### src/rtl/mc_controller_if.sv
// mc_controller_if: instruction, ALU, memory and control signals of the multi-cycle controller
interface mc_controller_if #(
   parameter int DATA_W = 32,
   parameter int CNT_W  = 16
);
   logic [31:0]       Instr;
   logic [DATA_W-1:0] ALU_out;
   logic              mem_ready;
   logic [2:0]        state;
   logic              PCWrite;
   logic              IRWrite;
   logic [1:0]        ctrl;
   logic              WE;
   logic [1:0]        GRF_op1;
   logic [1:0]        GRF_op2;
   logic [1:0]        op;
   logic [1:0]        ALU_op;
   logic              mem_req;
   logic              MemWrite;
   logic              illegal;
   logic              timeout;
   logic [CNT_W-1:0]  retired_cnt;
   modport master (
      input  Instr, ALU_out, mem_ready,
      output state, PCWrite, IRWrite, ctrl, WE, GRF_op1, GRF_op2, op, ALU_op,
      output mem_req, MemWrite, illegal, timeout, retired_cnt
   );
   modport slave (
      output Instr, ALU_out, mem_ready,
      input  state, PCWrite, IRWrite, ctrl, WE, GRF_op1, GRF_op2, op, ALU_op,
      input  mem_req, MemWrite, illegal, timeout, retired_cnt
   );
endinterface

### src/rtl/mc_controller.sv
// mc_controller: multi-cycle MIPS-subset control FSM with memory timeout and retired-instruction counter
module mc_controller #(
   parameter int DATA_W  = 32,
   parameter int TIMEOUT = 16,
   parameter int CNT_W   = 16
) (
   input logic             clk,
   input logic             reset_n,
   mc_controller_if.master bus
);
   localparam logic [2:0] FETCH  = 3'd0;
   localparam logic [2:0] DECODE = 3'd1;
   localparam logic [2:0] EXEC   = 3'd2;
   localparam logic [2:0] MEM    = 3'd3;
   localparam logic [2:0] WB     = 3'd4;
   localparam int WAIT_W = $clog2(TIMEOUT);

   logic [2:0]        state_q, state_d;
   logic [31:0]       ir_q;
   logic [WAIT_W-1:0] wait_q, wait_d;
   logic [CNT_W-1:0]  cnt_q;
   logic [5:0]        opc, fn;
   logic [DATA_W-1:0] alu;
   logic              is_nop, is_add, is_sub, is_jr, is_ori, is_lw, is_sw;
   logic              is_beq, is_lui, is_jal, is_j, legal, zero, last_wait;
   logic              retire, pcw, irw, we, mreq, mw, ill, tmo;
   logic [1:0]        ctrl;

   assign opc       = ir_q[31:26];
   assign fn        = ir_q[5:0];
   assign alu       = bus.ALU_out;
   assign zero      = alu == '0;
   assign last_wait = wait_q == WAIT_W'(TIMEOUT - 1);
   assign is_nop    = ir_q == '0;
   assign is_add    = opc == 6'h00 && fn == 6'h20;
   assign is_sub    = opc == 6'h00 && fn == 6'h22;
   assign is_jr     = opc == 6'h00 && fn == 6'h08;
   assign is_ori    = opc == 6'h0D;
   assign is_lw     = opc == 6'h23;
   assign is_sw     = opc == 6'h2B;
   assign is_beq    = opc == 6'h04;
   assign is_lui    = opc == 6'h0F;
   assign is_jal    = opc == 6'h03;
   assign is_j      = opc == 6'h02;
   assign legal     = is_nop | is_add | is_sub | is_jr | is_ori | is_lw | is_sw | is_beq | is_lui | is_jal | is_j;

   assign bus.op      = is_sub ? 2'd1 : is_ori ? 2'd2 : is_beq ? 2'd3 : 2'd0;
   assign bus.ALU_op  = (is_ori | is_lui) ? 2'd1 : (is_lw | is_sw) ? 2'd2 : 2'd0;
   assign bus.GRF_op1 = is_jal ? 2'd2 : (is_ori | is_lw | is_lui) ? 2'd1 : 2'd0;
   assign bus.GRF_op2 = is_jal ? 2'd3 : is_lui ? 2'd2 : is_lw ? 2'd1 : 2'd0;

   // next state, strobes and retire decision; everything is held quiet while reset is asserted
   always_comb begin
      state_d = state_q;
      wait_d  = '0;
      retire  = 1'b0;
      pcw     = 1'b0;
      irw     = 1'b0;
      ctrl    = 2'd0;
      we      = 1'b0;
      mreq    = 1'b0;
      mw      = 1'b0;
      ill     = 1'b0;
      tmo     = 1'b0;
      if (reset_n) begin
         case (state_q)
            FETCH: begin
               irw     = 1'b1;
               pcw     = 1'b1;
               state_d = DECODE;
            end
            DECODE: begin
               ill     = !legal;
               retire  = is_nop;
               state_d = (!legal || is_nop) ? FETCH : EXEC;
            end
            EXEC: begin
               pcw     = (is_beq && zero) || is_j || is_jr || is_jal;
               ctrl    = is_beq ? {1'b0, zero} : is_jr ? 2'd3 : (is_j || is_jal) ? 2'd2 : 2'd0;
               retire  = is_beq || is_j || is_jr;
               state_d = (is_lw || is_sw) ? MEM : (is_beq || is_j || is_jr) ? FETCH : WB;
            end
            MEM: begin
               mreq    = 1'b1;
               mw      = is_sw;
               tmo     = !bus.mem_ready && last_wait;
               retire  = bus.mem_ready && is_sw;
               wait_d  = (bus.mem_ready || tmo) ? '0 : wait_q + WAIT_W'(1);
               state_d = bus.mem_ready ? (is_lw ? WB : FETCH) : tmo ? FETCH : MEM;
            end
            WB: begin
               we      = 1'b1;
               retire  = 1'b1;
               state_d = FETCH;
            end
            default: state_d = FETCH;
         endcase
      end
   end

   // state, instruction register, memory wait counter and retire counter
   always_ff @(posedge clk or negedge reset_n) begin
      if (!reset_n) begin
         state_q <= FETCH;
         ir_q    <= '0;
         wait_q  <= '0;
         cnt_q   <= '0;
      end else begin
         state_q <= state_d;
         wait_q  <= wait_d;
         if (irw) ir_q <= bus.Instr;
         if (retire) cnt_q <= cnt_q + CNT_W'(1);
      end
   end

   assign bus.state       = state_q;
   assign bus.PCWrite     = pcw;
   assign bus.IRWrite     = irw;
   assign bus.ctrl        = ctrl;
   assign bus.WE          = we;
   assign bus.mem_req     = mreq;
   assign bus.MemWrite    = mw;
   assign bus.illegal     = ill;
   assign bus.timeout     = tmo;
   assign bus.retired_cnt = cnt_q;
endmodule

### src/flat_wrapper.sv
// flat-port wrapper written by rule: the top's interface ports become plain ports
module mc_controller_flat 
#(
   parameter int DATA_W  = 32,
   parameter int TIMEOUT = 16,
   parameter int CNT_W   = 16
)
  (clk, reset_n, bus_Instr, bus_ALU_out, bus_mem_ready, bus_state, bus_PCWrite, bus_IRWrite, bus_ctrl, bus_WE, bus_GRF_op1, bus_GRF_op2, bus_op, bus_ALU_op, bus_mem_req, bus_MemWrite, bus_illegal, bus_timeout, bus_retired_cnt);
  mc_controller_if #(.DATA_W(DATA_W), .CNT_W(CNT_W)) bus_i ();
  input logic clk;
  input logic reset_n;
  input wire logic [$bits(bus_i.Instr)-1:0] bus_Instr;
  input wire logic [$bits(bus_i.ALU_out)-1:0] bus_ALU_out;
  input wire logic [$bits(bus_i.mem_ready)-1:0] bus_mem_ready;
  output wire logic [$bits(bus_i.state)-1:0] bus_state;
  output wire logic [$bits(bus_i.PCWrite)-1:0] bus_PCWrite;
  output wire logic [$bits(bus_i.IRWrite)-1:0] bus_IRWrite;
  output wire logic [$bits(bus_i.ctrl)-1:0] bus_ctrl;
  output wire logic [$bits(bus_i.WE)-1:0] bus_WE;
  output wire logic [$bits(bus_i.GRF_op1)-1:0] bus_GRF_op1;
  output wire logic [$bits(bus_i.GRF_op2)-1:0] bus_GRF_op2;
  output wire logic [$bits(bus_i.op)-1:0] bus_op;
  output wire logic [$bits(bus_i.ALU_op)-1:0] bus_ALU_op;
  output wire logic [$bits(bus_i.mem_req)-1:0] bus_mem_req;
  output wire logic [$bits(bus_i.MemWrite)-1:0] bus_MemWrite;
  output wire logic [$bits(bus_i.illegal)-1:0] bus_illegal;
  output wire logic [$bits(bus_i.timeout)-1:0] bus_timeout;
  output wire logic [$bits(bus_i.retired_cnt)-1:0] bus_retired_cnt;
  assign bus_i.Instr = bus_Instr;
  assign bus_i.ALU_out = bus_ALU_out;
  assign bus_i.mem_ready = bus_mem_ready;
  assign bus_state = bus_i.state;
  assign bus_PCWrite = bus_i.PCWrite;
  assign bus_IRWrite = bus_i.IRWrite;
  assign bus_ctrl = bus_i.ctrl;
  assign bus_WE = bus_i.WE;
  assign bus_GRF_op1 = bus_i.GRF_op1;
  assign bus_GRF_op2 = bus_i.GRF_op2;
  assign bus_op = bus_i.op;
  assign bus_ALU_op = bus_i.ALU_op;
  assign bus_mem_req = bus_i.mem_req;
  assign bus_MemWrite = bus_i.MemWrite;
  assign bus_illegal = bus_i.illegal;
  assign bus_timeout = bus_i.timeout;
  assign bus_retired_cnt = bus_i.retired_cnt;
  mc_controller #(.DATA_W(DATA_W), .TIMEOUT(TIMEOUT), .CNT_W(CNT_W)) u_core (.clk(clk), .reset_n(reset_n), .bus(bus_i));
endmodule
### config.mk
export PLATFORM = sky130hd
export DESIGN_NAME = mc_controller_flat
export DESIGN_NICKNAME = d
export VERILOG_FILES = /design/src/rtl/mc_controller_if.sv /design/src/rtl/mc_controller.sv /design/src/flat_wrapper.sv
export SDC_FILE = /design/constraint.sdc
export NUM_CORES = 1
export LEC_CHECK = 0
export ABC_AREA = 1
export CAP_MARGIN = 20
export CORE_MARGIN = 1.5
export CORE_UTILIZATION = 47
export CTS_BUF_LIST = sky130_fd_sc_hd__clkbuf_4 sky130_fd_sc_hd__clkbuf_8
export DETAILED_ROUTE_END_ITERATION = 8
export PLACE_DENSITY = 0.82
export SETUP_SLACK_MARGIN = 0.15
export SYNTH_ARGS = -nofsm -noshare
export SYNTH_HDL_FRONTEND = slang
export SYNTH_SLANG_ARGS = --single-unit
### constraint.sdc
create_clock -name clk -period 1.9 [get_ports clk]
set_input_delay 0.475 -clock clk [delete_from_list [all_inputs] [get_ports clk]]
set_output_delay 0.475 -clock clk [all_outputs]
set_load 0.02 [all_outputs]
---- After elaboration in Yosys (flattened, before gate mapping) ----
Index checks and enable logic that the tools add are counted.
word-level totals
  bits of input ports ..................... 67
  word-level logic and storage cells ...... 97
  output and inout bits ................... 36
  flip-flop bits (word level) ............. 55
cells by class
  multiplexer cells ....................... 41
  eq/ne operators ......................... 15
  add/subtract/negate cells ............... 2
  bitwise logic cells ..................... 14
  reduce and logical (&&, ||, !) cells .... 21
operators with widths
  kind                     number
  $logic_not A32 Y1        2
  $mux W2                  15
  $eq A6 B6 Y1 const B     4
  $eq A6 B4 Y1 const B     3
  $add A16 B1 Y16 const B  1
  $mux W1                  16
  $or A1 B1 Y1             14
  $eq A6 B2 Y1 const B     2
  $mux W3                  4
  $mux W4                  3
  $pmux W3 S4              1
  $logic_or A1 B1 Y1       9
  $eq A3 B2 Y1 const B     2
  $eq A6 B3 Y1 const B     1
  $logic_and A1 B1 Y1      6
  $logic_not A6 Y1         1
  $add A4 B1 Y4 const B    1
  $eq A4 B4 Y1 const B     1
  $pmux W1 S4              1
  $eq A3 B1 Y1 const B     1
  $eq A3 B3 Y1 const B     1
  $logic_not A3 Y1         1
  $logic_not A1 Y1         2
  $pmux W1 S2              1

---- Logic depth before layout (Yosys ltp) ----
Gate-level depths: netlist (run 1).
  depth in word-level cells ............... 16
  gate-level depth with buffers ........... 12
  depth with buffers taken out ............ 11

---- Worst setup path before layout (run 1) ----
No wires, ideal clock.
  path kind ............................... flip-flop to output port
  start ................................... register u_core.state_q[1] (netlist: u_core.bus.state[1])
  end ..................................... output bus_ctrl[0]
  data required time ...................... 1,425 ps
  setup slack ............................. -243 ps
  cell stages (with the launch flop) ...... 5
  data arrival time ....................... 1,668 ps
  cell sequence ........................... dfrtp_1 -> inv_1 -> nor3_2 -> nand3_1 -> o41ai_1
on the way
  word-level cells in the longest chain between the ends .. 3
RTL lines
  element                   RTL line              source
  start: declaration        mc_controller.sv:18   logic [2:0] state_q, state_d;
  start signal: assignment  mc_controller.sv:109  state_q <= state_d;
  $eq A3 B2 Y1              mc_controller.sv:66   case (state_q)
  $mux W2                   mc_controller.sv:66
  $mux W2                   mc_controller.sv:65   if (reset_n) begin
  end: declaration          flat_wrapper.sv:18    output wire logic [$bits(bus_i.ctrl)-1:0] bus_ctrl;
No other way between the ends.

---- Worst setup path in the final report (run 1) ----
  start ................................... register u_core.ir_q[28]
  end ..................................... output bus_illegal
on the way
  word-level cells in the longest chain between the ends .. 15
  elaborated cells between the ends (all ways) .. 25
  those cells by class .................... 7 x eq/ne; 2 x mux; 10 x bitwise; 6 x reduce/logical
RTL lines
  element                                                                     RTL line              source
  start: declaration                                                          mc_controller.sv:19   logic [31:0] ir_q;
  start signal: assignment                                                    mc_controller.sv:111  if (irw) ir_q <= bus.Instr;
  parallel branches: the longest is 11 deep, another holds $logic_not A32 Y1  --
  $or A1 B1 Y1 (*)                                                            mc_controller.sv:45   assign legal = is_nop | is_add | is_sub | is_jr | is_ori | is_lw | is_sw | is_beq | is_lui | is_jal | is_j;
  $logic_not A1 Y1 (*)                                                        mc_controller.sv:73   ill = !legal;
  $mux W1 (*)                                                                 mc_controller.sv:66
  $mux W1 (*)                                                                 mc_controller.sv:65
  end: declaration                                                            flat_wrapper.sv:26    output wire logic [$bits(bus_i.illegal)-1:0] bus_illegal;
Mark *: on every way between the ends.

==> results of run 1 <==
==> sequential cells by signal (all words and copies together) (netlist names) <==
signal	count
u_core.bus.state	3
u_core.bus.retired_cnt	16
u_core.wait_q	4
u_core.ir_q	32
==> synthesized netlist by cell type, types with 2 or more instances <==
cell type	instances	share of area, %
buf_2	5	0.82
buf_4	2	0.49
clkbuf_1	3	0.37
dfrtp_1	55	45
ha_1	2	0.82
inv_1	28	3.4
nand2_1	152	19
nand2_2	15	3.1
nand3_1	31	5.1
nand3_2	2	0.65
nand4_1	3	0.61
nor2_1	61	7.5
nor2_2	2	0.41
nor2_4	2	0.73
nor3_1	8	1.3
nor3b_1	2	0.49
nor4_1	5	1.0
o21ai_0	13	2.1
xnor2_1	4	1.1
xor2_1	12	3.4
==> worst paths after layout <==
kind                                  startpoint                   endpoint  cells after the start
max in group asynchronous                reset_n        u_core.bus.state[1]                      2
worst max-delay path             u_core.ir_q[28]                bus_illegal                      9
worst min-delay path                     reset_n            u_core.ir_q[26]                      2
worst max register to register   u_core.ir_q[28]  u_core.bus.retired_cnt[5]                     12
min in group clk                u_core.wait_q[0]           u_core.wait_q[0]                      1
worst min register to register  u_core.wait_q[0]           u_core.wait_q[0]                      1
==> layout make-up <==
type,instances,area (um2),area share (%)
Sequential cell,55,1380,27.1
Clock buffer,6,76.3,1.50
Timing Repair Buffer,175,1620,31.8
Clock inverter,2,38.8,0.760
Multi-Input combinational cell,322,1770,34.7
Inverter,30,115,2.26
Tap cell,77,96.3,1.89
==> logic make-up after synthesis <==
| logic type | Yosys count | synth area share [%] |
|---|---|---|
| buffers and inverters | 42 | 5.83 |
| adder cells (fa/ha/maj) | 2 | 0.815 |
| XOR/XNOR | 16 | 4.57 |
| flip-flops | 55 | 44.8 |
| AND/OR/NAND/NOR | 287 | 40.9 |
| AO/OA/AOI/OAI | 17 | 3.06 |
==> per-layer routing <==
metal  vias up  GRT usage (%)
met4         0           10.9
met3        33           4.45
li1       1650              -
met2       102           44.2
met1      1606           30.8
met5         -              0
==> layout by cell type (no fill, tap or decap), drive strengths merged, types with 9 or more instances in the layout <==
cell,count
dfrtp,55
xor2,12
clkdlybuf4s50,63
nor2,65
nand2,168
nor3,9
dlygate4sd2,21
buf,91
inv,30
o21ai,13
nand3,34
==> power by group through the flow <==
stage,Combinational (mW),Clock [mW],Sequential [mW]
after floorplan,1.22,0,1.87
after global placement,2.39,0,1.81
after detailed placement,2.47,0,1.83
after CTS,2.73,0.819,1.82
after global routing,3.38,0.863,1.91
final,3.12,0.813,1.87
==> what timing repair did <==
| item | in CTS | in global routing |
|---|---|---|
| pin swaps | 13 | 22 |
| resized for setup | 150 | 38 |
| buffers inserted | 6 | 11 |
| endpoints found under the setup margin | 52 | 34 |
==> results_dict.tcl, run 1 <==
set metrics [dict create \
    status "finished with violations" \
    violations "negative setup slack" \
    fin_area_mm2 0.00510 \
    maxSlewViolCount 0 \
    synthFlopType "dfrtp_1" \
    synth-seq-cells 55 \
    pre_cts_slack_ns -0.819 \
    drv_cap 0 \
    avgSynthCellArea_um2 7.33 \
    drtPass1Iterations 4 \
    clk_latency_ns 0.31 \
    p_int_mw 3.43 \
    synthDistinctLibCells 32 \
    drive_above_1_share_pct 29.2 \
    wl_met2_um 5050 \
    drtAntennaViolNets 0 \
    gp_congestion 0.920 \
    crit_required_ns 1.42 \
    io_pins 103 \
    drtIter0Drc 190 \
    hp-class "input pin to async pin" \
    die_area_mm2 0.00702 \
    die_h_um 83.8 \
    grt_usage_pct 25.3 \
    slew_headroom_pct 58.4 \
    vdd_drop_max_v 0.00103 \
    crit_arrival_ns 1.87 \
    critPathMaxFanout 4 \
    initial_core_util_pct 48.6 \
    ys_warn_count 0 \
    p_per_area_mw_per_mm2 1140 \
    max_freq_mhz 427 \
    start_kind "flip-flop" \
    htreeDepth 2 \
    dr_wl_met3_um 324 \
    ys_async_sr_fraction_pct 100 \
    cts_buffers 5 \
    io_buffers 102 \
    viasPerCell 5.08 \
    combPwrFrac_pct 53.8 \
    synth_edf_count 0 \
    path_cells "inv_1 > nor2_1 > nand3_2 > buf_4 > nand2_2 > nor2_1 > nand3_1 > nor2_2 > buf_6" \
    num_rows 29 \
    power.leakage_nw 2.52 \
    grt_pass1_wl_um 14600 \
    synthToLayoutAreaGrowth_pct 66.2 \
    period_minus_slack_ns 2.34 \
    final_cells 667 \
    dp_hpwl_um 6220 \
    ys_seq_area_share_pct 44.8 \
    top_layer "met4" \
    placed_cell_area_mm2 0.00463 \
    worst_pin_slew_ns 0.623 \
    syn_nets 488 \
    switching_share_pct 40.9 \
    clock-root-buffer "clkbuf_8" \
    grt_pass1_vias 3270 \
    cp_common_cell "nor2_1" \
    setup_violations 15 \
    finalCritPeriodShare_pct 123 \
    grt_max_degree 53 \
    cts_sinks 55 \
    slowest_stage "dfrtp_1" \
    rsz0062_at_grt "yes" \
    crit_family "simple AND/OR/NAND/NOR gates" \
    antenna_cells 0 \
    setup_tns_ns -3.61 \
    place_inst 642 \
    r2r_slack_ns 0.07 \
    p_clk_share_pct 14.0 \
    p_seq_share_pct 32.2 \
    fin_worst_skew_ns 0.00974 \
    crit_type "flip-flop to primary output" \
    syn_inst 419 \
    hold_buffers 0 \
    core_mm2 0.00631 \
    power_switching_mw 2.37 \
    critPathBufInv 3 \
    max_stage_delay_ns 0.42 \
    antenna_found_initial 0 \
    m1WireLength_um 3870 \
    worstSetupEndpointType "primary output" \
    fill_cells 424 \
    grt-ovfl-total 0 \
    drt_wl_total_um 9610 \
    power_mw 5.80 \
    synthesis.area_mm2 0.00307 \
    cts_tree "built" \
    die_w_um 83.8 \
    path_clk_slew_ns 0.10 \
    vias 3391 \
    worst_slack_ns -0.441 \
    finalHoldViolCount 0 \
    wl_per_cell_um 14.4 \
    drcViolationCount 0 \
    utilization_pct 80.8 \
    hold_ws_ns 0.225 \
    nets 658 \
    clockBufferDepth 2 \
]
No activity file was read; power rests on OpenSTA's default activity.
==> run 2: changes to the inputs <==
--- a/config.mk
+++ b/config.mk
@@ -10,6 +10,7 @@
 export CORE_MARGIN = 1.5
 export CORE_UTILIZATION = 47
 export CTS_BUF_LIST = sky130_fd_sc_hd__clkbuf_4 sky130_fd_sc_hd__clkbuf_8
+export CTS_CLUSTER_DIAMETER = 100
 export DETAILED_ROUTE_END_ITERATION = 8
 export PLACE_DENSITY = 0.82
 export SETUP_SLACK_MARGIN = 0.15
==> results of run 2 <==
No change in the layout: final DEF, timing and power equal those of run 1.
==> run 3: changes to the inputs <==
--- a/config.mk
+++ b/config.mk
@@ -8,12 +8,13 @@
 export ABC_AREA = 1
 export CAP_MARGIN = 20
 export CORE_MARGIN = 1.5
-export CORE_UTILIZATION = 47
+export CORE_UTILIZATION = 25
 export CTS_BUF_LIST = sky130_fd_sc_hd__clkbuf_4 sky130_fd_sc_hd__clkbuf_8
 export CTS_CLUSTER_DIAMETER = 100
 export DETAILED_ROUTE_END_ITERATION = 8
-export PLACE_DENSITY = 0.82
+export REMOVE_ABC_BUFFERS = 1
 export SETUP_SLACK_MARGIN = 0.15
+export SLEW_MARGIN = 20
 export SYNTH_ARGS = -nofsm -noshare
 export SYNTH_HDL_FRONTEND = slang
 export SYNTH_SLANG_ARGS = --single-unit
==> run 3 against run 2 <==
Net effect:
- the run still ends with negative setup slack left
- die area is 84% higher
- register-to-register slack worse by 0.18 ns
- clock-buffer cell count stayed put
- clock skew hardly changed
- via count is 0.50% lower
- largest cell class is now buffers
==> results_dict.tcl, run 3 (synthesized netlist as in run 1, its figures left out) <==
set metrics [dict create \
    core_mm2 0.0120 \
    synthToLayoutAreaGrowth_pct 82.6 \
    critPathBufInv 2 \
    drtPass1Iterations 6 \
    p_per_area_mw_per_mm2 1100 \
    finalCritPeriodShare_pct 120 \
    clk_latency_ns 0.31 \
    drv_cap 0 \
    path_cells "buf_4 > nor2_4 > nand2_2 > nor2_4 > nand2_1 > nand3_1 > nor2_1 > nand3_2 > nor2_4 > buf_6" \
    worstSetupEndpointType "primary output" \
    placed_cell_area_mm2 0.00466 \
    vias 3374 \
    max_freq_mhz 439 \
    drcViolationCount 0 \
    drt_wl_total_um 9760 \
    cts_tree "built" \
    antenna_cells 0 \
    worst_slack_ns -0.378 \
    crit_type "flip-flop to primary output" \
    viasPerCell 4.42 \
    period_minus_slack_ns 2.28 \
    largest_reg_flops 32 \
    drtAntennaViolNets 0 \
    clock-root-buffer "clkbuf_8" \
    crit_required_ns 1.42 \
    dp_hpwl_um 6500 \
    initial_core_util_pct 25.6 \
    worst_pin_slew_ns 0.700 \
    io_pins 103 \
    grt_max_degree 48 \
    setup_violations 33 \
    drive_above_1_share_pct 33.9 \
    top_register "u_core.ir_q" \
    slew_headroom_pct 53.3 \
    die_w_um 114 \
    critPathMaxFanout 4 \
    violations "negative setup slack" \
    grt_pass1_wl_um 15400 \
    crit_arrival_ns 1.80 \
    hold_buffers 0 \
    cts_buffers 5 \
    cts_sinks 55 \
    drtIter0Drc 131 \
    pre_cts_slack_ns -0.805 \
    rsz0062_at_grt "yes" \
    layout_common_cells "nand2_1 (141), buf_4 (76), clkdlybuf4s50_1 (65), dfrtp_1 (55), nor2_1 (48)" \
    final_cells 764 \
    gp_congestion 0.854 \
    nets 685 \
    io_buffers 102 \
    clockBufferDepth 2 \
    die_h_um 114 \
    place_inst 716 \
    maxSlewViolCount 0 \
    slowest_stage "dfrtp_1" \
    grt_usage_pct 14.5 \
    vdd_drop_max_v 0.000510 \
    antenna_found_initial 0 \
    power.leakage_nw 2.72 \
    grt_pass1_vias 3406 \
    fin_worst_skew_ns 0.00986 \
    num_rows 40 \
    start_kind "flip-flop" \
    hp-class "input pin to async pin" \
    max_stage_delay_ns 0.36 \
    status "finished with violations" \
    htreeDepth 2 \
    die_area_mm2 0.0130 \
    layout_commonest_cell "nand2_1" \
    crit_family "simple AND/OR/NAND/NOR gates" \
    cp_common_cell "nor2_4" \
    wl_per_cell_um 12.8 \
    path_clk_slew_ns 0.10 \
    finalHoldViolCount 0 \
    fin_area_mm2 0.00561 \
    grt-ovfl-total 0 \
    power_mw 6.18 \
]
-- run 3: cell type report --
class	instances	area (um2)
inverter	30	121
clock buffer	6	82.6
fill	1160	6410
multi-input combinational	323	1870
timing repair buffer	201	1930
sequential	55	1380
clock inverter	2	35.0
tap	147	184
-- run 3: repair_timing --
item,CTS,global route
buffers inserted,27,7
gates cloned,2,4
resized for setup,211,34
setup endpoints to repair,52,57
pin swaps,40,20
-- run 3: path summary, 6_finish.rpt --
path / start / endpoint / slack (ns) / depth (start not counted)
setup / recovery: u_core.ir_q[28] / bus_illegal / -0.38 / 10
hold / removal: reset_n / u_core.bus.state[0] / 0.15 / 3
setup reg to reg: u_core.ir_q[31] / u_core.bus.state[2] / -0.11 / 17
hold reg to reg: u_core.wait_q[0] / u_core.wait_q[0] / 0.46 / 1
max in group asynchronous: reset_n / u_core.bus.retired_cnt[14] / 1.13 / 2
min in group clk: u_core.wait_q[0] / u_core.wait_q[0] / 0.46 / 1
-- run 3: stage by stage --
step	setup TNS, ns	util [%]	hold WS (ns)
final	-3.30	46.7	0.152
after global routing	-5.94	46.7	0.138
after CTS	-2.78	44.3	0.128
after detailed placement	-7.62	38.8	0.395
after global placement	-7.56	38.8	0.399
after floorplan	-7.17	-	0.179
-- run 3: power breakdown --
part           total (mW)  switching [mW]  internal, mW  leakage [nW]
combinational        3.52            1.72          1.81          1.94
sequential           1.83           0.282          1.55         0.712
clock               0.824           0.396         0.427        0.0612
total                6.18            2.40          3.78          2.72
-- run 3: per-layer routing --
layer	vias up	wire length (um)	part of all wire, %	GRT usage, %
met4	0	100	1.0	3.08
met1	1594	4170	43	17.2
met5	-	0	0	0
met2	60	5210	53	27.3
li1	1710	-	-	-
met3	10	282	2.9	2.60
-- run 3: worst register-to-register path, stage by stage, from the launching register on --
cell and delay [ns]:
dfrtp_1 0.43, inv_1 0.12, nor2_4 0.05, nand2_2 0.09
nor2_4 0.04, inv_2 0.08, nor2_4 0.05, buf_4 0.13
buf_4 0.12, buf_4 0.11, buf_4 0.11, buf_4 0.12
buf_4 0.12, buf_4 0.12, nand2_1 0.04, o21ai_1 0.05
nand2_1 0.05, o21ai_1 0.06
